## config.mk

```make
export PLATFORM = sky130hd
export DESIGN_NAME = parking_occupancy_ctrl
export DESIGN_NICKNAME = d
export VERILOG_FILES = /design/src/rtl/parking_pkg.sv /design/src/rtl/gate_dir_fsm.sv /design/src/rtl/parking_occupancy_ctrl.sv
export SDC_FILE = /design/constraint.sdc
export NUM_CORES = 1
export LEC_CHECK = 0
export ABC_AREA = 1
export CORE_MARGIN = 3
export CORE_UTILIZATION = 60
export CTS_CLUSTER_SIZE = 10
export DETAILED_ROUTE_END_ITERATION = 8
export PLACE_DENSITY_LB_ADDON = 0.08
export SLEW_MARGIN = 40
export SYNTH_ARGS = -nofsm -noshare
export SYNTH_HDL_FRONTEND = slang
export SYNTH_SLANG_ARGS = --single-unit
```

## constraint.sdc

```tcl
create_clock -name clk -period 5.05 [get_ports clk]
set_clock_uncertainty 0.05 [all_clocks]
set_input_delay 0.505 -clock clk [delete_from_list [all_inputs] [get_ports clk]]
set_output_delay 0.505 -clock clk [all_outputs]
set_load 0.05 [all_outputs]
```

## src/rtl/parking_pkg.sv

```systemverilog
// rtl/parking_pkg.sv - shared state encoding, sensor patterns and width helper
package parking_pkg;

  typedef enum logic [2:0] {
    ST_IDLE  = 3'd0,
    ST_EN_A  = 3'd1,
    ST_EN_AB = 3'd2,
    ST_EN_B  = 3'd3,
    ST_EX_B  = 3'd4,
    ST_EX_BA = 3'd5,
    ST_EX_A  = 3'd6
  } gate_state_t;

  // Sensor patterns as {a, b}: a is the outer beam, b the inner one.
  localparam logic [1:0] AB_NONE = 2'b00;
  localparam logic [1:0] AB_B    = 2'b01;
  localparam logic [1:0] AB_A    = 2'b10;
  localparam logic [1:0] AB_BOTH = 2'b11;

  function automatic int bits_for(input int max_val);
    return (max_val < 2) ? 1 : $clog2(max_val + 1);
  endfunction

endpackage

```

## src/rtl/gate_dir_fsm.sv

```systemverilog
// rtl/gate_dir_fsm.sv - one gate's direction classifier with stuck-sequence timeout
module gate_dir_fsm
  import parking_pkg::*;
#(
  parameter int TIMEOUT_CYCLES = 1_000_000
) (
  input  logic clk,
  input  logic reset,
  input  logic a,
  input  logic b,
  output logic enter_next,
  output logic exit_next,
  output logic err_next
);

  localparam int TMR_W = bits_for(TIMEOUT_CYCLES);
  localparam logic [TMR_W-1:0] TMO_LAST = TMR_W'((TIMEOUT_CYCLES == 0) ? 0 : TIMEOUT_CYCLES - 1);

  gate_state_t      state;
  gate_state_t      fsm_nxt;
  gate_state_t      state_nxt;
  logic [TMR_W-1:0] timer;
  logic [1:0]       ab;
  logic             fault;
  logic             tmo;

  assign ab = {a, b};

  always_comb begin
    fsm_nxt    = state;
    enter_next = 1'b0;
    exit_next  = 1'b0;
    fault      = 1'b0;
    case (state)
      ST_IDLE: begin
        if (ab == AB_A)      fsm_nxt = ST_EN_A;
        else if (ab == AB_B) fsm_nxt = ST_EX_B;
      end
      ST_EN_A: begin
        if (ab == AB_BOTH)      fsm_nxt = ST_EN_AB;
        else if (ab == AB_NONE) fsm_nxt = ST_IDLE;
        else if (ab == AB_B) begin fsm_nxt = ST_IDLE; fault = 1'b1; end
      end
      ST_EN_AB: begin
        if (ab == AB_B)         fsm_nxt = ST_EN_B;
        else if (ab == AB_A)    fsm_nxt = ST_EN_A;
        else if (ab == AB_NONE) begin fsm_nxt = ST_IDLE; fault = 1'b1; end
      end
      ST_EN_B: begin
        if (ab == AB_NONE)      begin fsm_nxt = ST_IDLE; enter_next = 1'b1; end
        else if (ab == AB_BOTH) fsm_nxt = ST_EN_AB;
        else if (ab == AB_A)    begin fsm_nxt = ST_IDLE; fault = 1'b1; end
      end
      ST_EX_B: begin
        if (ab == AB_BOTH)      fsm_nxt = ST_EX_BA;
        else if (ab == AB_NONE) fsm_nxt = ST_IDLE;
        else if (ab == AB_A)    begin fsm_nxt = ST_IDLE; fault = 1'b1; end
      end
      ST_EX_BA: begin
        if (ab == AB_A)         fsm_nxt = ST_EX_A;
        else if (ab == AB_B)    fsm_nxt = ST_EX_B;
        else if (ab == AB_NONE) begin fsm_nxt = ST_IDLE; fault = 1'b1; end
      end
      ST_EX_A: begin
        if (ab == AB_NONE)      begin fsm_nxt = ST_IDLE; exit_next = 1'b1; end
        else if (ab == AB_BOTH) fsm_nxt = ST_EX_BA;
        else if (ab == AB_B)    begin fsm_nxt = ST_IDLE; fault = 1'b1; end
      end
      default: fsm_nxt = ST_IDLE;
    endcase
  end

  // Timeout only applies when the sensors would otherwise leave the state alone.
  assign tmo = (TIMEOUT_CYCLES != 0) && (state != ST_IDLE) &&
               (fsm_nxt == state) && (timer == TMO_LAST);

  always_comb begin
    state_nxt = tmo ? ST_IDLE : fsm_nxt;
    err_next  = fault | tmo;
  end

  always_ff @(posedge clk or posedge reset) begin
    if (reset) begin
      state <= ST_IDLE;
      timer <= '0;
    end else begin
      state <= state_nxt;
      if ((TIMEOUT_CYCLES != 0) && (state_nxt == state) && (state != ST_IDLE))
        timer <= timer + 1'b1;
      else
        timer <= '0;
    end
  end

endmodule

```

## src/rtl/parking_occupancy_ctrl.sv

```systemverilog
// rtl/parking_occupancy_ctrl.sv - multi-gate occupancy counter with saturating clamp and sticky errors
module parking_occupancy_ctrl
  import parking_pkg::*;
#(
  parameter int NUM_GATES      = 2,
  parameter int CAPACITY       = 99,
  parameter int TIMEOUT_CYCLES = 1_000_000,
  parameter int CNT_W          = bits_for(CAPACITY)
) (
  input  logic                 clk,
  input  logic                 reset,
  input  logic [NUM_GATES-1:0] a,
  input  logic [NUM_GATES-1:0] b,
  input  logic                 clr_err,
  output logic [NUM_GATES-1:0] enter_pulse,
  output logic [NUM_GATES-1:0] exit_pulse,
  output logic [NUM_GATES-1:0] gate_err,
  output logic [CNT_W-1:0]     count,
  output logic                 full,
  output logic                 empty,
  output logic                 overflow_err,
  output logic                 underflow_err
);

  localparam int NET_W = CNT_W + bits_for(NUM_GATES) + 1;
  localparam logic signed [NET_W-1:0] CAP_S = NET_W'(CAPACITY);

  logic [NUM_GATES-1:0]     enter_next;
  logic [NUM_GATES-1:0]     exit_next;
  logic [NUM_GATES-1:0]     err_next;
  logic [NET_W-1:0]         ent_cnt;
  logic [NET_W-1:0]         ext_cnt;
  logic signed [NET_W-1:0]  raw;
  logic [CNT_W-1:0]         count_nxt;
  logic                     ovf_set;
  logic                     unf_set;

  for (genvar g = 0; g < NUM_GATES; g++) begin : g_gate
    gate_dir_fsm #(
      .TIMEOUT_CYCLES(TIMEOUT_CYCLES)
    ) u_fsm (
      .clk       (clk),
      .reset     (reset),
      .a         (a[g]),
      .b         (b[g]),
      .enter_next(enter_next[g]),
      .exit_next (exit_next[g]),
      .err_next  (err_next[g])
    );
  end

  always_comb begin
    ent_cnt = '0;
    ext_cnt = '0;
    for (int g = 0; g < NUM_GATES; g++) begin
      ent_cnt = ent_cnt + NET_W'(enter_next[g]);
      ext_cnt = ext_cnt + NET_W'(exit_next[g]);
    end
  end

  // Entries and exits from different gates net out before the clamp is applied.
  always_comb begin
    raw       = signed'(NET_W'(count)) + signed'(ent_cnt) - signed'(ext_cnt);
    ovf_set   = 1'b0;
    unf_set   = 1'b0;
    count_nxt = raw[CNT_W-1:0];
    if (raw > CAP_S) begin
      ovf_set   = 1'b1;
      count_nxt = CNT_W'(CAPACITY);
    end else if (raw < 0) begin
      unf_set   = 1'b1;
      count_nxt = '0;
    end
  end

  always_ff @(posedge clk or posedge reset) begin
    if (reset) begin
      enter_pulse   <= '0;
      exit_pulse    <= '0;
      gate_err      <= '0;
      count         <= '0;
      overflow_err  <= 1'b0;
      underflow_err <= 1'b0;
    end else begin
      enter_pulse   <= enter_next;
      exit_pulse    <= exit_next;
      gate_err      <= err_next;
      count         <= count_nxt;
      overflow_err  <= ovf_set | (overflow_err & ~clr_err);
      underflow_err <= unf_set | (underflow_err & ~clr_err);
    end
  end

  assign full  = (count == CNT_W'(CAPACITY));
  assign empty = (count == '0);

endmodule

```

After elaboration in Yosys (flattened, before gate mapping)
Index checks and enable logic that the tools add are counted.

Add/sub/neg operators: 6. $lt $le $gt $ge: 2. Equality and inequality tests: 25. Multiplexer cells: 81. Bitwise operators: 7. Reductions and logical operators: 13.

Operator list (number): $mux W3 (36); $pmux W3 S7 (2); $add A20 B1 Y20 const B (2); $eq A20 B20 Y1 const B (2); $mux W20 (2); $mux W1 (37); $eq A3 B3 Y1 const B (6); $mux W7 (2); $eq A3 B2 Y1 const B (4); $eq A3 B3 Y1 (4); $pmux W1 S6 (2); $gt A9 B8 Y1 const B (1); $lt A9 B1 Y1 const B (1); $sub A8 B2 Y9 (1); $add A7 B2 Y8 (1); $eq A2 B2 Y1 const B (4); $eq A7 B7 Y1 const B (1); $logic_not A7 Y1 (1); $eq A3 B1 Y1 const B (2); $logic_and A1 B1 Y1 (6); $logic_not A3 Y1 (2); $reduce_bool A3 Y1 (2); $add A1 B1 Y2 (2); $eq A2 B1 Y1 const B (2); 4 further kinds (9).

Bits in registers: 61. Input port bits: 7. Output and inout bits: 17. Word-level logic and storage cells: 144.

Depth between registers and ports, before layout
Gate-level depths: netlist (run 1).

Depth after elaboration: 12. Depth in mapped cells: 24.

Hierarchy
Synthesis (run 1) repeated with hierarchy kept, for this count alone.

Cell total of the unflattened synthesis: 568. Area total of the unflattened synthesis: 4391.7 sq um.

Modules (own cells, without submodules): gate_dir_fsm (times used 2, cells an instance 217, area each 1667.8 sq um, seq. area each 575.6 sq um); parking_occupancy_ctrl (times used 1, cells an instance 134, area each 1056.0 sq um, seq. area each 375.4 sq um).

Worst setup path after synthesis (run 1)
Ideal clock, no wire load.

Kind: input to register. Start: input b[0]. End: register count[0]. Data arrival time: 3.857 ns. Required time: 4.871 ns. Path slack: 1.014 ns. Cell stages on the path: 22. Cell sequence: buf_2 > nor2_1 > inv_1 > nor4_1 > fa_1 > inv_1 > fa_1 > inv_1 > ha_1 > fa_1 > nand3_1 > nand2_1 > nand2_1 > nand2_1 > a21oi_1 > xor2_1 > nor2_1 > nand3_1 > nand3_1 > ha_1 > nand2_1 > o21ai_0.

Word-level cells in the longest chain between the ends: 9.

Ends and longest elaborated chain: from (decl) (line parking_occupancy_ctrl.sv:13) `input logic [NUM_GATES-1:0] b,`; $logic_not A2 Y1 (*) (line gate_dir_fsm.sv:50) `if (ab == AB_NONE) begin fsm_nxt = ST_IDLE; enter_next = 1'b1; end`; $mux W1 (*) (line gate_dir_fsm.sv:50); $mux W1 (*) (line gate_dir_fsm.sv:34) `case (state)`; named net g_gate[0].u_fsm.enter_next (line gate_dir_fsm.sv:11) `output logic enter_next,`; $add A1 B1 Y2 (*) (line parking_occupancy_ctrl.sv:56) `ent_cnt = ent_cnt + NET_W'(enter_next[g]);`; $add A7 B2 Y8 (*) (line parking_occupancy_ctrl.sv:63) `raw = signed'(NET_W'(count)) + signed'(ent_cnt) - signed'(ext_cnt);`; $sub A8 B2 Y9 (*) (line parking_occupancy_ctrl.sv:63); $lt A9 B1 Y1 (line parking_occupancy_ctrl.sv:70) `end else if (raw < 0) begin`; $mux W7 (line parking_occupancy_ctrl.sv:70); $mux W7 (*) (line parking_occupancy_ctrl.sv:67) `if (raw > CAP_S) begin`; named net count_nxt[0] (line parking_occupancy_ctrl.sv:34) `logic [CNT_W-1:0] count_nxt;`; to (signal assigned) (line parking_occupancy_ctrl.sv:88) `count <= count_nxt;`; to (decl) (line parking_occupancy_ctrl.sv:18) `output logic [CNT_W-1:0] count,`.

Mark *: on every way through the listed nets, which the timed path passes. The rest lies on a longest branch.

Final worst setup path (run 1)
Ends and elaborated chain as after synthesis.

==> key figures, run 1 <==
Outcome
  – Outcome: finished clean

Drt
  – Vias: 3379
  – Residual DRC count: 0
  – Pre-antenna DRT Iters: 4
  – Post-DR wirelength/cell: 12.34 um
  – Drt initial violations: 119
  – Drt via density: 5.247
  – WL final: 7.945 mm
  – DRT antenna net count: 0

Logic synthesis
  – Synth warn: 0
  – Sequential element share of the synthesized area: 37.31%
  – EDFF count, synth: 0
  – Synthesized area: 0.004091 mm2
  – Post-synthesis sequential element count: 61
  – Post-synthesis instance total: 535
  – Synth cell types: 35
  – Top-count cell post-synth: nand2_1
  – Cell taking the most area after synthesis: dfrtp_1
  – Synth top area cells: dfrtp_1 (37%), nand2_1 (10%), inv_1 (6.9%)
  – Synthesized area per cell: 7.648 um2
  – Share of the synthesized area in the top cell type: 37.31%
  – Asr flop ratio synth: 100.0%
  – Syn_nets: 559
  – Most frequent cells after synthesis: nand2_1 (109), inv_1 (75), dfrtp_1 (61)
  – Dominant synthesized flop cell: dfrtp_1

Floorplanning
  – Die Area: 0.007846 mm2
  – Starting Density: 62.99%
  – FP Rows: 29
  – Die Y: 88.58 um
  – Width of the chip: 88.58 um
  – Core area: 0.006495 mm2
  – Top-level I/O count: 24

Place
  – Pre-CTS setup slack: 0.1320 ns
  – Port bufs: 23
  – DP Wirelength: 5.757 mm
  – RePlAce Congestion: 0.8970

Worst setup path
  – Most used cell, CP: nand2_1
  – Slowest stage cell, crit path: clkdlybuf4s50_1
  – Critical path type: in2reg
  – Worst Path Max Fanout: 8
  – Worst r2r src: g_gate[0].u_fsm.state[1]
  – CP endpoint kind: flop
  – CP cell instances: clkdlybuf4s50_1, nor2_1, inv_1, nor4_1, fa_1, inv_1, fa_1, inv_1, ha_1, fa_1, nand3_1, nand2_1, nand2_1, nand2_1, a21oi_1, xor2_1, nor2_1, nand3_1, nand3_1, ha_1, nand2_1, o21ai_0
  – Req. time, crit path: 5.20 ns
  – R2r setup slk: 0.55 ns
  – Setup crit start: b[0]
  – Arrival time worst endpoint: 4.74 ns
  – End point of the critical path: count[0]
  – Worst Setup Start Kind: input port
  – Slowest stage delay, CP: 0.54 ns
  – Reg2Reg Depth: 23
  – R2r endpoint: count[0]

STA
  – Rel. slew slack: 58.50%
  – Minimum clock period: 4.595 ns
  – Max-slew violation count: 0
  – Setup TNS: 0 ns
  – Final setup vio count: 0
  – Final hold vios: 0
  – Worst-Margin Slew: 0.6218 ns
  – Final setup margin: 0.4555 ns
  – Period utilization: 90.98%
  – RSZ-0062 raised after global routing: false
  – Fmax: 217.7 MHz

Global routing
  – Largest net degree at the start of global routing: 62
  – Initial antenna violation count: 0
  – Total grt overflow: 0
  – Gr usage total: 22.60%
  – Number of global-route vias before repair: 3240
  – First-pass GRT wire length: 14.08 mm

Clocking
  – Reg clk slew, reported paths: 0.08 ns
  – Hold-fix buffers, CTS: 0
  – Htree depth: 3
  – Worst-case clock buffer depth: 2
  – Clock buffer count from CTS: 9
  – Clock Tree Root: clkbuf_8
  – Post CTS Setup Buffer Count: 0
  – CTS tree: done
  – CTS resizes: 0
  – CTS sink cnt: 61
  – Skew-Pair Late Insertion Delay: 0.34 ns

Pwr
  – Power consumption: 2.097 mW
  – Switching part of the total: 45.97%
  – Peak supply drop: 0.0004083 V
  – Seq pwr share: 30.0%
  – Leakage: 2.152 nW
  – Gate power share: 46.7%
  – P_sw: 0.9639 mW
  – Cell Int Power: 1.133 mW
  – Power Dens Cells: 457.6 mW/mm2
  – Clock Power Share: 23.3%

Hold path
  – Hold Crit Class: reg2reg

Final layout
  – Fillers: 519
  – Layout cells sized above 1: 16.75%
  – Ant. Diodes: 0
  – Syn-to-layout area delta: 11.99%
  – Nets: 586

Run
  – Max-cap violations: 0
-- power by group through the flow --
| stage | clock [mW] | combinational (mW) | sequential, mW |
|---|---|---|---|
| 2_1_floorplan | 0 | 0.761 | 0.688 |
| 3_3_place_gp | 0 | 0.951 | 0.636 |
| 3_5_place_dp | 0 | 0.971 | 0.635 |
| 4_1_cts | 0.503 | 0.980 | 0.627 |
| 5_1_grt | 0.524 | 1.09 | 0.638 |
| 6_report | 0.489 | 0.979 | 0.629 |
-- routing by layer --
layer  up-vias  GRT usage [%]  share of wire (%)  wire length (um)
met5         -              0                  0                 0
met4         0          8.104                1.3               106
met3        12          4.469                4.5               356
met2        89          37.25                 47              3714
met1      1552          29.66                 47              3766
li1       1726              -                  -                 -
-- cells in the final DEF (no fill, tap or decap), types with 2 or more instances in the layout --
cell type,count
clkdlybuf4s50_1,23
o21bai_1,2
nor2_1,57
nand2_1,109
nand4_1,17
a21oi_1,5
dfrtp_1,61
o21ai_0,13
ha_1,14
nor3_1,15
xor2_1,26
clkinv_4,2
fa_1,3
nor2_2,43
clkbuf_8,9
nand3_1,33
xnor2_1,10
nand3_2,5
nor3_2,5
nand3b_1,2
nand2_2,10
inv_1,74
nor4_1,2
bufinv_16,2
inv_2,10
-- layout make-up --
type / instances / area (um2) / area share (%)
Clock inverter: 7 / 98.84 / 2.157
Multi-Input combinational cell: 381 / 2163 / 47.21
Tap cell: 77 / 96.34 / 2.103
Clock buffer: 9 / 123.9 / 2.703
Timing Repair Buffer: 25 / 257.7 / 5.625
Inverter: 84 / 315.3 / 6.881
Sequential cell: 61 / 1526 / 33.32
-- how the worst min path moves through the flow --
stage | from | end | slack (ns) | depth (start not counted)
global placement | g_gate[0].u_fsm.timer[0] | g_gate[0].u_fsm.timer[0] | 0.41 | 1
CTS | g_gate[1].u_fsm.timer[0] | g_gate[1].u_fsm.timer[0] | 0.42 | 1
finish | g_gate[1].u_fsm.timer[0] | g_gate[1].u_fsm.timer[0] | 0.42 | 1
floorplan | g_gate[0].u_fsm.timer[0] | g_gate[0].u_fsm.timer[0] | 0.39 | 1
global route | reset | g_gate[1].u_fsm.timer[7] | 0.43 | 3
detailed placement | g_gate[0].u_fsm.timer[0] | g_gate[0].u_fsm.timer[0] | 0.42 | 1
-- state kept, by name, summed over array words and instances (netlist names) --
signal              flops
g_gate.u_fsm.timer     40
count                   7
g_gate.u_fsm.state      6
enter_pulse             2
exit_pulse              2
gate_err                2
overflow_err            1
underflow_err           1
-- logic make-up (layout without fill, tap and decap cells) --
kind of cell | after synthesis | count (layout) | synth area share (%)
AND/OR/NAND/NOR | 303 | 303 | 35.96
buffers and inverters | 93 | 125 | 9.816
flip-flops | 61 | 61 | 37.31
XOR/XNOR | 36 | 36 | 7.706
AO/OA/AOI/OAI | 25 | 25 | 3.456
adder cells (fa/ha/maj) | 17 | 17 | 5.749
-- worst max-delay path: cells and delay by family --
kind	cells	cell delay, ns
and+or+nand+nor	10	1.37
buffers and inverters	4	0.73
xor gates and xnor gates	1	0.22
adders and majority gates	5	1.59
AOI/OAI and AO/OA	2	0.30
-- per-stage QoR --
step | hold WS, ns | area [um2] | util (%) | std cells
2_1_floorplan | 0.3912 | 4091 | - | 535
3_3_place_gp | 0.4072 | 4339 | 66.81 | 627
3_5_place_dp | 0.4174 | 4339 | 66.81 | 627
4_1_cts | 0.4229 | 4562 | 70.24 | 643
5_1_grt | 0.4350 | 4582 | 70.55 | 644
6_report | 0.4212 | 4582 | 70.55 | 644
Power figures use the tool's default switching activity.
==> run 2: changes to the inputs <==
--- a/config.mk
+++ b/config.mk
@@ -11,7 +11,7 @@
 export CTS_CLUSTER_SIZE = 10
 export DETAILED_ROUTE_END_ITERATION = 8
 export PLACE_DENSITY_LB_ADDON = 0.08
-export SLEW_MARGIN = 40
 export SYNTH_ARGS = -nofsm -noshare
 export SYNTH_HDL_FRONTEND = slang
 export SYNTH_SLANG_ARGS = --single-unit
+export TNS_END_PERCENT = 5
==> key figures, run 2 (same netlist as run 1, synthesis figures left out) <==
Drt
  – Drt initial violations: 146
  – DRT antenna net count: 0
  – Pre-antenna DRT Iters: 4
  – Drt via density: 5.215
  – WL final: 7.896 mm
  – Post-DR wirelength/cell: 12.28 um
  – Residual DRC count: 0
  – Vias: 3353

Clocking
  – CTS sink cnt: 61
  – CTS resizes: 0
  – Clock buffer count from CTS: 9
  – Hold-fix buffers, CTS: 0
  – CTS tree: done
  – Clock Tree Root: clkbuf_8
  – Worst-case clock buffer depth: 2
  – Reg clk slew, reported paths: 0.08 ns
  – Htree depth: 3
  – Post CTS Setup Buffer Count: 0
  – Skew-Pair Late Insertion Delay: 0.34 ns

Floorplanning
  – Die Y: 88.58 um
  – Top-level I/O count: 24
  – Starting Density: 62.99%
  – FP Rows: 29
  – Die Area: 0.007846 mm2
  – Core area: 0.006495 mm2
  – Width of the chip: 88.58 um

Global routing
  – Gr usage total: 22.60%
  – Total grt overflow: 0
  – Number of global-route vias before repair: 3240
  – First-pass GRT wire length: 14.08 mm
  – Initial antenna violation count: 0
  – Largest net degree at the start of global routing: 62

Final layout
  – Nets: 585
  – Fillers: 521
  – Final instance area: 0.004562 mm2
  – Most common cell after layout, fill and taps aside: nand2_1
  – Ant. Diodes: 0
  – Most frequent cells in the layout: nand2_1 (109), inv_1 (74), dfrtp_1 (61), nor2_1 (57), nor2_2 (43)
  – Syn-to-layout area delta: 11.50%
  – Biggest regs: g_gate.u_fsm.timer: 40 flops, count: 7 flops, g_gate.u_fsm.state: 6 flops
  – Final std cells w/o fill: 643
  – Layout cells sized above 1: 16.61%
  – Top reg by flops: g_gate.u_fsm.timer
  – Fin util: 70.24%
  – Max reg flops: 40

STA
  – Setup TNS: 0 ns
  – Max-slew violation count: 0
  – RSZ-0062 raised after global routing: false
  – Fmax: 218.4 MHz
  – Final setup vio count: 0
  – Rel. slew slack: 50.04%
  – Period utilization: 90.67%
  – Minimum clock period: 4.579 ns
  – Final hold vios: 0
  – Worst-Margin Slew: 0.7494 ns
  – Fin Hold WS: 0.4209 ns

Hold path
  – Hold Crit Class: reg2reg
  – Hold_sp: g_gate[1].u_fsm.timer[0]
  – Hold path endpoint: g_gate[1].u_fsm.timer[0]
  – Hold path depth: 1

Pwr
  – Cell Int Power: 1.131 mW
  – Seq pwr share: 30.0%
  – Power Dens Cells: 459.0 mW/mm2
  – Peak supply drop: 0.0004084 V
  – Gate power share: 46.6%
  – Clock Power Share: 23.4%
  – P_sw: 0.9629 mW
  – Leakage: 2.143 nW
  – Switching part of the total: 45.98%

Worst setup path
  – CP endpoint kind: flop
  – CP cell instances: clkdlybuf4s50_1, nor2_1, inv_1, nor4_1, fa_1, inv_1, fa_1, inv_1, ha_1, fa_1, nand3_1, nand2_1, nand2_1, nand2_1, a21oi_1, xor2_1, nor2_1, nand3_1, nand3_1, ha_1, nand2_1, o21ai_0
  – Slowest stage delay, CP: 0.54 ns
  – Critical path type: in2reg
  – R2r setup slk: 0.56 ns
  – Arrival time worst endpoint: 4.73 ns
  – Most used cell, CP: nand2_1
  – Worst r2r src: g_gate[0].u_fsm.state[1]
  – Worst Setup Start Kind: input port
  – Reg2Reg Depth: 23
  – Slowest stage cell, crit path: clkdlybuf4s50_1
  – Worst Path Max Fanout: 8
  – Req. time, crit path: 5.20 ns
  – R2r endpoint: count[0]

Place
  – Placed Area: 0.004339 mm2
  – RePlAce Congestion: 0.8970
  – DP Wirelength: 5.757 mm
  – Port bufs: 23
  – Dpl cells: 627

Run
  – Max-cap violations: 0

Outcome
  – Outcome: finished clean
-- run 2: cell types whose count changed in the layout (fill, tap and decap cells not counted), sizes merged --
| cell | delta |
|---|---|
| buf | -1 |
-- run 2: cell type report --
| cell class | count | area (um2) | share of cell area, % |
|---|---|---|---|
| multi-input combinational | 381 | 2163 | 47.42 |
| tap | 77 | 96.34 | 2.112 |
| clock inverter | 7 | 98.84 | 2.167 |
| clock buffer | 9 | 123.9 | 2.715 |
| inverter | 84 | 315.3 | 6.912 |
| sequential | 61 | 1526 | 33.46 |
| timing repair buffer | 24 | 237.7 | 5.211 |
-- run 2: power groups by stage --
stage	Combinational [mW]	Clock, mW	Sequential (mW)
2_1_floorplan	0.761	0	0.688
3_5_place_dp	0.971	0	0.635
3_3_place_gp	0.951	0	0.636
6_report	0.976	0.490	0.628
4_1_cts	0.980	0.503	0.627
5_1_grt	1.09	0.524	0.638
-- run 2: per-layer routing --
layer | global-route usage (%) | vias to the layer above | wire, um
met4 | 8.104 | 0 | 112
met5 | 0 | - | 0
li1 | - | 1721 | -
met3 | 4.469 | 10 | 300
met2 | 37.25 | 68 | 3699
met1 | 29.66 | 1554 | 3785
-- run 2: worst max path at each step --
stage | startpoint | end | slack, ns | cells past startpoint
floorplan | b[0] | count[0] | 1.01 | 22
global placement | b[0] | count[1] | 0.35 | 22
detailed placement | b[0] | overflow_err | 0.13 | 22
CTS | b[0] | count[0] | 0.44 | 22
global route | b[0] | count[0] | 0.05 | 22
finish | b[0] | count[0] | 0.47 | 22
-- run 2: critical path: cells and delay by family --
| kind | cells | cell delay (ns) |
|---|---|---|
| AOI/OAI and AO/OA | 2 | 0.30 |
| and+or+nand+nor | 10 | 1.37 |
| adders and majority gates | 5 | 1.59 |
| xor gates and xnor gates | 1 | 0.22 |
| buffers and inverters | 4 | 0.73 |
-- run 2: per-stage QoR --
| step | setup slack [ns] | total power [mW] |
|---|---|---|
| 4_1_cts | 0.4369 | 2.110 |
| 6_report | 0.4710 | 2.094 |
| 3_5_place_dp | 0.1320 | 1.607 |
| 2_1_floorplan | 1.014 | 1.449 |
| 3_3_place_gp | 0.3494 | 1.586 |
| 5_1_grt | 0.05035 | 2.252 |
